==> src/rtl/gray_rx_decoder.sv <==
// gray_rx_decoder
// Receive-side consumer for a Gray-coded bus that is asynchronous to clk.
// - Synchronises g_in through a SYNC_STAGES-deep flop chain.
// - Decodes the synchronised value to binary.
// - Classifies each change as a single up step, a single down step, or an
//   illegal multi-bit jump.
//
// Optional feature macro: GRAY_RX_ERR_CNT_EN
//   defined   : err_cnt is an 8-bit error counter that saturates at 255 and
//               clears only on rst.
//   undefined : no counter logic is built and err_cnt is tied to 0.
//
// Handshake: valid=1 means b_out is trusted (FSM in TRACK). step and err are
// single-cycle qualifiers on b_out. There is no ready; the consumer must
// sample each pulse in the cycle it is presented.
//
// Legal parameter ranges: WIDTH 2..16, SYNC_STAGES 2..4.
// The FSM state is kept in the internal signal 'state' (IDLE/TRACK/RESYNC)
// so that checkers can bind to it.
`timescale 1ns/1ps

module gray_rx_decoder #(
  parameter int WIDTH       = 4,
  parameter int SYNC_STAGES = 2
) (
  input  logic             clk,
  input  logic             rst,
  input  logic             en,
  input  logic [WIDTH-1:0] g_in,
  output logic [WIDTH-1:0] b_out,
  output logic             valid,
  output logic             step,
  output logic             up,
  output logic             err,
  output logic [7:0]       err_cnt
);

  typedef enum logic [1:0] {
    IDLE   = 2'd0,
    TRACK  = 2'd1,
    RESYNC = 2'd2
  } state_t;

  localparam logic [WIDTH-1:0] DELTA_UP = WIDTH'(1);

  state_t           state;
  state_t           state_next;

  logic [WIDTH-1:0] sync_q [SYNC_STAGES];
  logic [WIDTH-1:0] gs;
  logic [WIDTH-1:0] gp;
  logic [WIDTH-1:0] bin;
  logic [WIDTH-1:0] diff;
  logic [4:0]       d;
  logic [WIDTH-1:0] delta;
  logic             d_zero;
  logic             d_one;
  logic             d_multi;

  logic [WIDTH-1:0] b_next;
  logic             valid_next;
  logic             step_next;
  logic             up_next;
  logic             err_next;

  // Input synchroniser chain. It keeps running whatever the value of en, so
  // that gs is already settled when tracking is enabled.
  always_ff @(posedge clk) begin
    if (rst) begin
      for (int i = 0; i < SYNC_STAGES; i++) begin
        sync_q[i] <= '0;
      end
    end else begin
      sync_q[0] <= g_in;
      for (int i = 1; i < SYNC_STAGES; i++) begin
        sync_q[i] <= sync_q[i-1];
      end
    end
  end

  assign gs = sync_q[SYNC_STAGES-1];

  // Previous synchronised sample, used to measure how many bits changed.
  always_ff @(posedge clk) begin
    if (rst) begin
      gp <= '0;
    end else begin
      gp <= gs;
    end
  end

  // Gray to binary: each binary bit is the XOR of all Gray bits at or above it.
  always_comb begin
    bin = '0;
    for (int i = 0; i < WIDTH; i++) begin
      bin[i] = ^(gs >> i);
    end
  end

  // Change classification.
  // - d: number of Gray bits that changed since the previous cycle.
  // - delta: signed step size relative to the current b_out.
  always_comb begin
    diff = gs ^ gp;
    d    = '0;
    for (int i = 0; i < WIDTH; i++) begin
      d = d + {4'd0, diff[i]};
    end
    d_zero  = (d == 5'd0);
    d_one   = (d == 5'd1);
    d_multi = (d > 5'd1);
    delta   = bin - b_out;
  end

  // FSM state register.
  always_ff @(posedge clk) begin
    if (rst) begin
      state <= IDLE;
    end else begin
      state <= state_next;
    end
  end

  // Next-state and next-output logic. All outputs are registered from here.
  always_comb begin
    state_next = state;
    b_next     = b_out;
    valid_next = valid;
    step_next  = 1'b0;
    err_next   = 1'b0;
    up_next    = up;

    if (!en) begin
      // Dropping en parks the block with b_out frozen and pulses suppressed.
      state_next = IDLE;
      valid_next = 1'b0;
    end else begin
      case (state)
        IDLE: begin
          b_next     = bin;
          valid_next = 1'b1;
          state_next = TRACK;
        end

        TRACK: begin
          if (d_one) begin
            b_next    = bin;
            step_next = 1'b1;
            if (delta == DELTA_UP) begin
              up_next = 1'b1;
            end else if (delta == '1) begin
              up_next = 1'b0;
            end
          end else if (d_multi) begin
            b_next     = bin;
            err_next   = 1'b1;
            valid_next = 1'b0;
            state_next = RESYNC;
          end
        end

        RESYNC: begin
          // Follow the bus silently until it has been stable for one cycle.
          b_next = bin;
          if (d_zero) begin
            valid_next = 1'b1;
            state_next = TRACK;
          end
        end

        default: begin
          state_next = IDLE;
          valid_next = 1'b0;
        end
      endcase
    end
  end

  // Output registers.
  always_ff @(posedge clk) begin
    if (rst) begin
      b_out <= '0;
      valid <= 1'b0;
      step  <= 1'b0;
      up    <= 1'b0;
      err   <= 1'b0;
    end else begin
      b_out <= b_next;
      valid <= valid_next;
      step  <= step_next;
      up    <= up_next;
      err   <= err_next;
    end
  end

`ifdef GRAY_RX_ERR_CNT_EN
  logic [7:0] err_cnt_q;

  // Saturating count of illegal jumps. It advances in step with the err pulse.
  always_ff @(posedge clk) begin
    if (rst) begin
      err_cnt_q <= 8'd0;
    end else if (err_next && (err_cnt_q != 8'hFF)) begin
      err_cnt_q <= err_cnt_q + 8'd1;
    end
  end

  assign err_cnt = err_cnt_q;
`else
  assign err_cnt = 8'd0;
`endif

endmodule

==> config.mk <==
export PLATFORM = sky130hd
export DESIGN_NAME = gray_rx_decoder
export DESIGN_NICKNAME = d
export VERILOG_FILES = /design/src/rtl/gray_rx_decoder.sv
export SDC_FILE = /design/constraint.sdc
export NUM_CORES = 1
export LEC_CHECK = 0
export ABC_AREA = 1
export BUFFER_PORTS_ARGS = -buffer_cell sky130_fd_sc_hd__buf_4
export CAP_MARGIN = 30
export CORE_MARGIN = 3
export CORE_UTILIZATION = 45
export CTS_BUF_LIST = sky130_fd_sc_hd__clkbuf_8 sky130_fd_sc_hd__clkbuf_16
export DETAILED_ROUTE_END_ITERATION = 12
export PLACE_DENSITY = 0.73
export SETUP_SLACK_MARGIN = 0.4
export SLEW_MARGIN = 0
export SYNTH_ARGS = -nofsm -noshare
export SYNTH_HDL_FRONTEND = slang
export SYNTH_SLANG_ARGS = --single-unit
==> constraint.sdc <==
create_clock -name clk -period 3.1 [get_ports clk]
set_input_delay 0.31 -clock clk [delete_from_list [all_inputs] [get_ports clk]]
set_output_delay 0.31 -clock clk [all_outputs]
set_load 0.02 [all_outputs]
======== Yosys cells after proc, flatten, opt, wreduce, memory -nomap -nowiden ========
Memories as Yosys holds them, arrays and structs flattened.
Cells that the tools add are included.
storage, ports and cells
  bits of input ports ..................... 7
  logic and storage cells ................. 62
  latch bits .............................. 0
  memory bits (writable) .................. 8
  output and inout bits ................... 16
  register bits ........................... 14
  memories ................................ 1
  ROM bits ................................ 0
cells by class
  eq/ne operators ......................... 9
  magnitude comparators ................... 1
  mux-type cells .......................... 20
  shift-type cells ........................ 0
  $mul .................................... 0
  reductions and logical operators ........ 15
  add/subtract/negate cells ............... 4
  div/mod/pow operators ................... 0
  bitwise gates (word level) .............. 5
memory list
  memory  depth  bits a word  rd ports  clocked after memory_dff  wr ports  line  text
  sync_q  2      4            2         0                         2         49    logic [WIDTH-1:0] sync_q [SYNC_STAGES];
operators by type and width
  kind                                                                             count
  4-bit two-way mux                                                                4
  4-bit parity                                                                     4
  1-bit two-way mux                                                                10
  4-bit by 1-bit equality test with 1-bit output, second input constant            2
  4-bit case mux with 2 select lines                                               1
  2-bit two-way mux                                                                3
  2-bit != test, second input constant                                             3
  2-bit case mux with 3 select lines                                               1
  3-bit AND reduction                                                              2
  5-bit logical NOT                                                                1
  3-bit by 1-bit adder with 4-bit output                                           1
  4-bit equality test, second input constant                                       1
  4-bit by 1-bit greater-than comparator with 1-bit output, second input constant  1
  4-bit AND reduction                                                              1
  2-bit nonzero test                                                               2
  2-bit OR reduction                                                               2
  4-bit OR reduction                                                               1
  4-bit subtractor                                                                 1
  4-bit XOR                                                                        1
  2-bit by 1-bit adder with 3-bit output                                           1
  3-bit != test, second input constant                                             1
  1-bit case mux with 3 select lines                                               1
  3-bit OR reduction                                                               1
  1-bit by 1-bit adder with 2-bit output                                           1
  5 further kinds                                                                  7

======== Depth between registers and ports, before layout ========
An unclocked memory read counts as a cell.
  depth in word-level cells ............... 9
  mapped depth ............................ 14
  mapped depth without buffers ............ 14

======== Worst setup path after synthesis ========
Ideal clock, no wire load.
  path kind ............................... register to register
  start point ............................. mem sync_q[1][1] (netlist: sync_q[0][5])
  end point ............................... reg b_out[2]
  stages on the path, launching flop included .. 12
  buffers on the path ..................... 0
  data required time ...................... 2.976 ns
  library setup time ...................... 0.124 ns
  slack ................................... 0.812 ns
  period minus slack after synthesis ...... 2.288 ns
  arrival ................................. 2.164 ns
  cells stage by stage .................... dfxtp_1 -> xor2_1 -> fa_1 -> ha_1 -> inv_1 -> ha_1 -> inv_1 -> nand3_1 -> nand3_1 -> nand3_1 -> o21ai_0 -> a21oi_1
RTL lines
  what                  line  text
  start, declared       49
  end signal, assigned  188   b_out <= b_next;
  end, declared         30    output logic [WIDTH-1:0] b_out,

==> out/qor.tcl <==
set qor(run_status) {finished clean}
set qor(htreeDepth) 1
set qor(worst_clock_skew_ns) 0.00494
set qor(totalNegativeSetupSlack_ns) 0
set qor(postRouteWirelength_mm) 1.94
set qor(antenna-diode-count) 0
set qor(cts-root-buf) {clkbuf_8}
set qor(mean_number_of_vias_per_cell) 4.65
set qor(layout.cells.non_filler) 192
set qor(worst-setup-path-type) {register to register}
set qor(first_global_vias) 808
set qor(routabilityCongestion) 0.808
set qor(power.static_leakage_nw) 0.664
set qor(post_drt_wl_per_cell_um) 10.1
set qor(place.detailed.instances) 188
set qor(routed-via-count) 893
set qor(final.min_clock_period_ns) 2.50
set qor(hold_class) {input port to register}
set qor(total_power_w) 0.000662
set qor(ff_to_ff_setup_slack_ns) 0.60
set qor(synth_cell_types) 22
set qor(portBuffers) 14
set qor(post_route_cells_drive_above_1_share) 0.146
set qor(post_synth_instance_area_mm2) 0.00113
set qor(initial_antenna_violation_count) 0
set qor(clock_latency_ns) 0.26
set qor(number_of_core_rows) 17
set qor(drt_drc) 0
set qor(most_utilized_layer_in_the_global_route_result) {met2}
set qor(met3_layer_usage_reported_by_global_route) 0.0534
set qor(final_max_slew_viol_count) 0
set qor(postCtsSetupBuffers) 0
set qor(die_w_um) 56.2
set qor(syn_to_final_growth_pct) 13.8
set qor(post_layout_net_count) 180
set qor(grt_first_pass_wirelength_mm) 3.22
set qor(cap_violations) 0
set qor(start_of_the_worst_register_to_register_path) {sync_q[0][4]$_SDFF_PP0_}
set qor(initial_utilization) 0.493
set qor(power.density_mw_per_mm2) 513
set qor(seq_area_frac_synth) 0.389
set qor(longest_clk_path_bufs) 2
set qor(clock.fmax_mhz) 399
set qor(dpl.hpwl_mm) 1.55
set qor(detailed_router_iteration_count_before_antenna_repair) 4
set qor(floorplan.die_area_mm2) 0.00316
set qor(ys_ff_latch) 22
set qor(timing.critical_path.to_type) {register}
set qor(clock_tree_from_tritoncts) {yes}
set qor(detail_route.iter0.violations) 10
set qor(critical_path_startpoint_category) {register}
set qor(post_synthesis_instance_total) 149
set qor(reg2regPathDepth) 11
set qor(critical_path.endpoint) {b_out[2]$_SDFFE_PP0P_}
set qor(grt_max_degree) 18
set qor(crit_path_max_fanout) 8
set qor(fin_crit_sh) 0.808
set qor(rsz0062_at_grt) {no}
set qor(io-pin-count) 23
set qor(groute.usage.overall) 0.131
set qor(clk_pin_slew_ns) 0.08
set qor(grt_util_met2) 0.225
set qor(synth_area_per_cell_um2) 7.61
set qor(postRouteAntennaNets) 0
set qor(setup_viol_count_final) 0
set qor(die_y_um) 56.2
set qor(critical_path.startpoint) {sync_q[0][4]$_SDFF_PP0_}
set qor(cts.sink_count) 22
set qor(irDropWorstVdd_mv) 0.416
set qor(crit_required_ns) 3.25
set qor(layout.filler_cells) 212
set qor(worstPathArrival_ns) 2.65
set qor(crit-reg2reg-capture) {b_out[2]$_SDFFE_PP0P_}
set qor(yosysWarningCount) 0
set qor(floorplan.core_area_mm2) 0.00230
set qor(gr-total-overflow) 0
set qor(cts_inserted_buffers) 3
set qor(hold_viol) 0
set qor(globalRouteMet1Util) 0.134
metrics by stage:
| step | instance area (µm²) | setup WS [ns] | hold WS [ns] | util |
|---|---|---|---|---|
| 6_report | 1290 | 0.595 | 0.249 | 0.562 |
| 5_1_grt | 1290 | 0.413 | 0.248 | 0.562 |
| 2_1_floorplan | 1160 | 0.812 | 0.388 | - |
| 3_3_place_gp | 1230 | 0.695 | 0.390 | 0.536 |
| 3_5_place_dp | 1230 | 0.561 | 0.395 | 0.536 |
| 4_1_cts | 1290 | 0.543 | 0.244 | 0.560 |
worst min-delay path by stage:
stage,from,end,slack [ns],cells after the start
2_1_floorplan,sync_q[0][0]$_SDFF_PP0_,sync_q[0][4]$_SDFF_PP0_,0.39,2
6_report,g_in[2],sync_q[0][2]$_SDFF_PP0_,0.25,3
3_3_place_gp,sync_q[0][2]$_SDFF_PP0_,sync_q[0][6]$_SDFF_PP0_,0.39,2
5_1_grt,g_in[3],sync_q[0][3]$_SDFF_PP0_,0.25,3
3_5_place_dp,sync_q[0][0]$_SDFF_PP0_,sync_q[0][4]$_SDFF_PP0_,0.40,2
4_1_cts,g_in[3],sync_q[0][3]$_SDFF_PP0_,0.24,3
power by group:
part	internal [W]	leakage, nW	switching, W	total, W
Sequential	0.000297	0.182	0.0000104	0.000307
Combinational	0.0000586	0.454	0.0000947	0.000153
Clock	0.000113	0.0288	0.0000886	0.000202
Total	0.000468	0.664	0.000194	0.000662
cells in the final DEF, fill, tap and decap left out:
cell and n:
a21oi_1 7, a31oi_1 1, buf_4 14, clkbuf_8 4, conb_1 8, dfxtp_1 20
dfxtp_2 2, fa_1 2, ha_1 6, inv_1 29, inv_2 1, nand2_1 22
nand3_1 10, nand4_1 1, nor2_1 20, nor3_1 2, o21a_1 3, o21ai_0 3
or2_2 1, xnor2_1 1, xnor2_2 1, xor2_1 5, xor2_2 1
registers in the layout (all words and copies together) (netlist names):
register	flops
b_out	4
step	1
up	1
state	2
gp	4
err	1
sync_q	8
valid	1
repair_timing:
action,CTS,global route
gates resized for setup,0,2
hold buffers,0,0
endpoints found under the setup margin,0,2
layer usage:
layer | up-vias | share of wire
met5 | - | 0
met4 | 0 | 0.015
met1 | 402 | 0.40
met2 | 24 | 0.52
li1 | 462 | -
met3 | 5 | 0.058
synth_stat cells:
master | instances | area (µm²)
xor2_1 | 5 | 43.8
o21ai_0 | 3 | 15.0
buf_4 | 8 | 60.1
fa_1 | 2 | 40.0
ha_1 | 6 | 75.1
nor2_1 | 20 | 75.1
dfxtp_1 | 22 | 440
nand2_1 | 22 | 82.6
inv_1 | 29 | 109
or2_2 | 1 | 6.26
inv_2 | 1 | 3.75
nand3_1 | 10 | 50.1
nand4_1 | 1 | 6.26
nor3_1 | 2 | 10.0
o21a_1 | 3 | 22.5
a21oi_1 | 7 | 35.0
xnor2_1 | 1 | 8.76
conb_1 | 1 | 3.75
clkbuf_1 | 2 | 7.51
a31oi_1 | 1 | 6.26
xor2_2 | 1 | 16.3
xnor2_2 | 1 | 16.3
kinds of logic (layout without fill, tap and decap cells):
kind of cell / after synthesis / after routing / synth area share
simple gates: 56 / 56 / 0.203
buf+inv: 40 / 48 / 0.159
fa+ha+maj: 8 / 8 / 0.102
other cells: 1 / 8 / 0.00331
compound gates: 14 / 14 / 0.0695
flops: 22 / 22 / 0.389
xor+xnor: 8 / 8 / 0.0751
worst max-delay path: stages (launching register included):
cell and delay [ns]:
dfxtp_1 0.34, xor2_1 0.19, fa_1 0.54, ha_1 0.16, inv_1 0.05, ha_1 0.26, inv_1 0.09, nand3_1 0.13
nand3_1 0.11, nand3_1 0.22, o21ai_0 0.24, a21oi_1 0.06
area by class of cell:
| cell class | instances | area (µm²) | share of cell area |
|---|---|---|---|
| multi-input cells | 94 | 539 | 0.418 |
| well taps | 28 | 35.0 | 0.0272 |
| clock buffers | 4 | 55.1 | 0.0427 |
| inverters | 30 | 113 | 0.0873 |
| flip-flops and latches | 22 | 443 | 0.343 |
| repair buffers | 14 | 105 | 0.0815 |
Note: power is estimated with default switching activity, not from simulation.
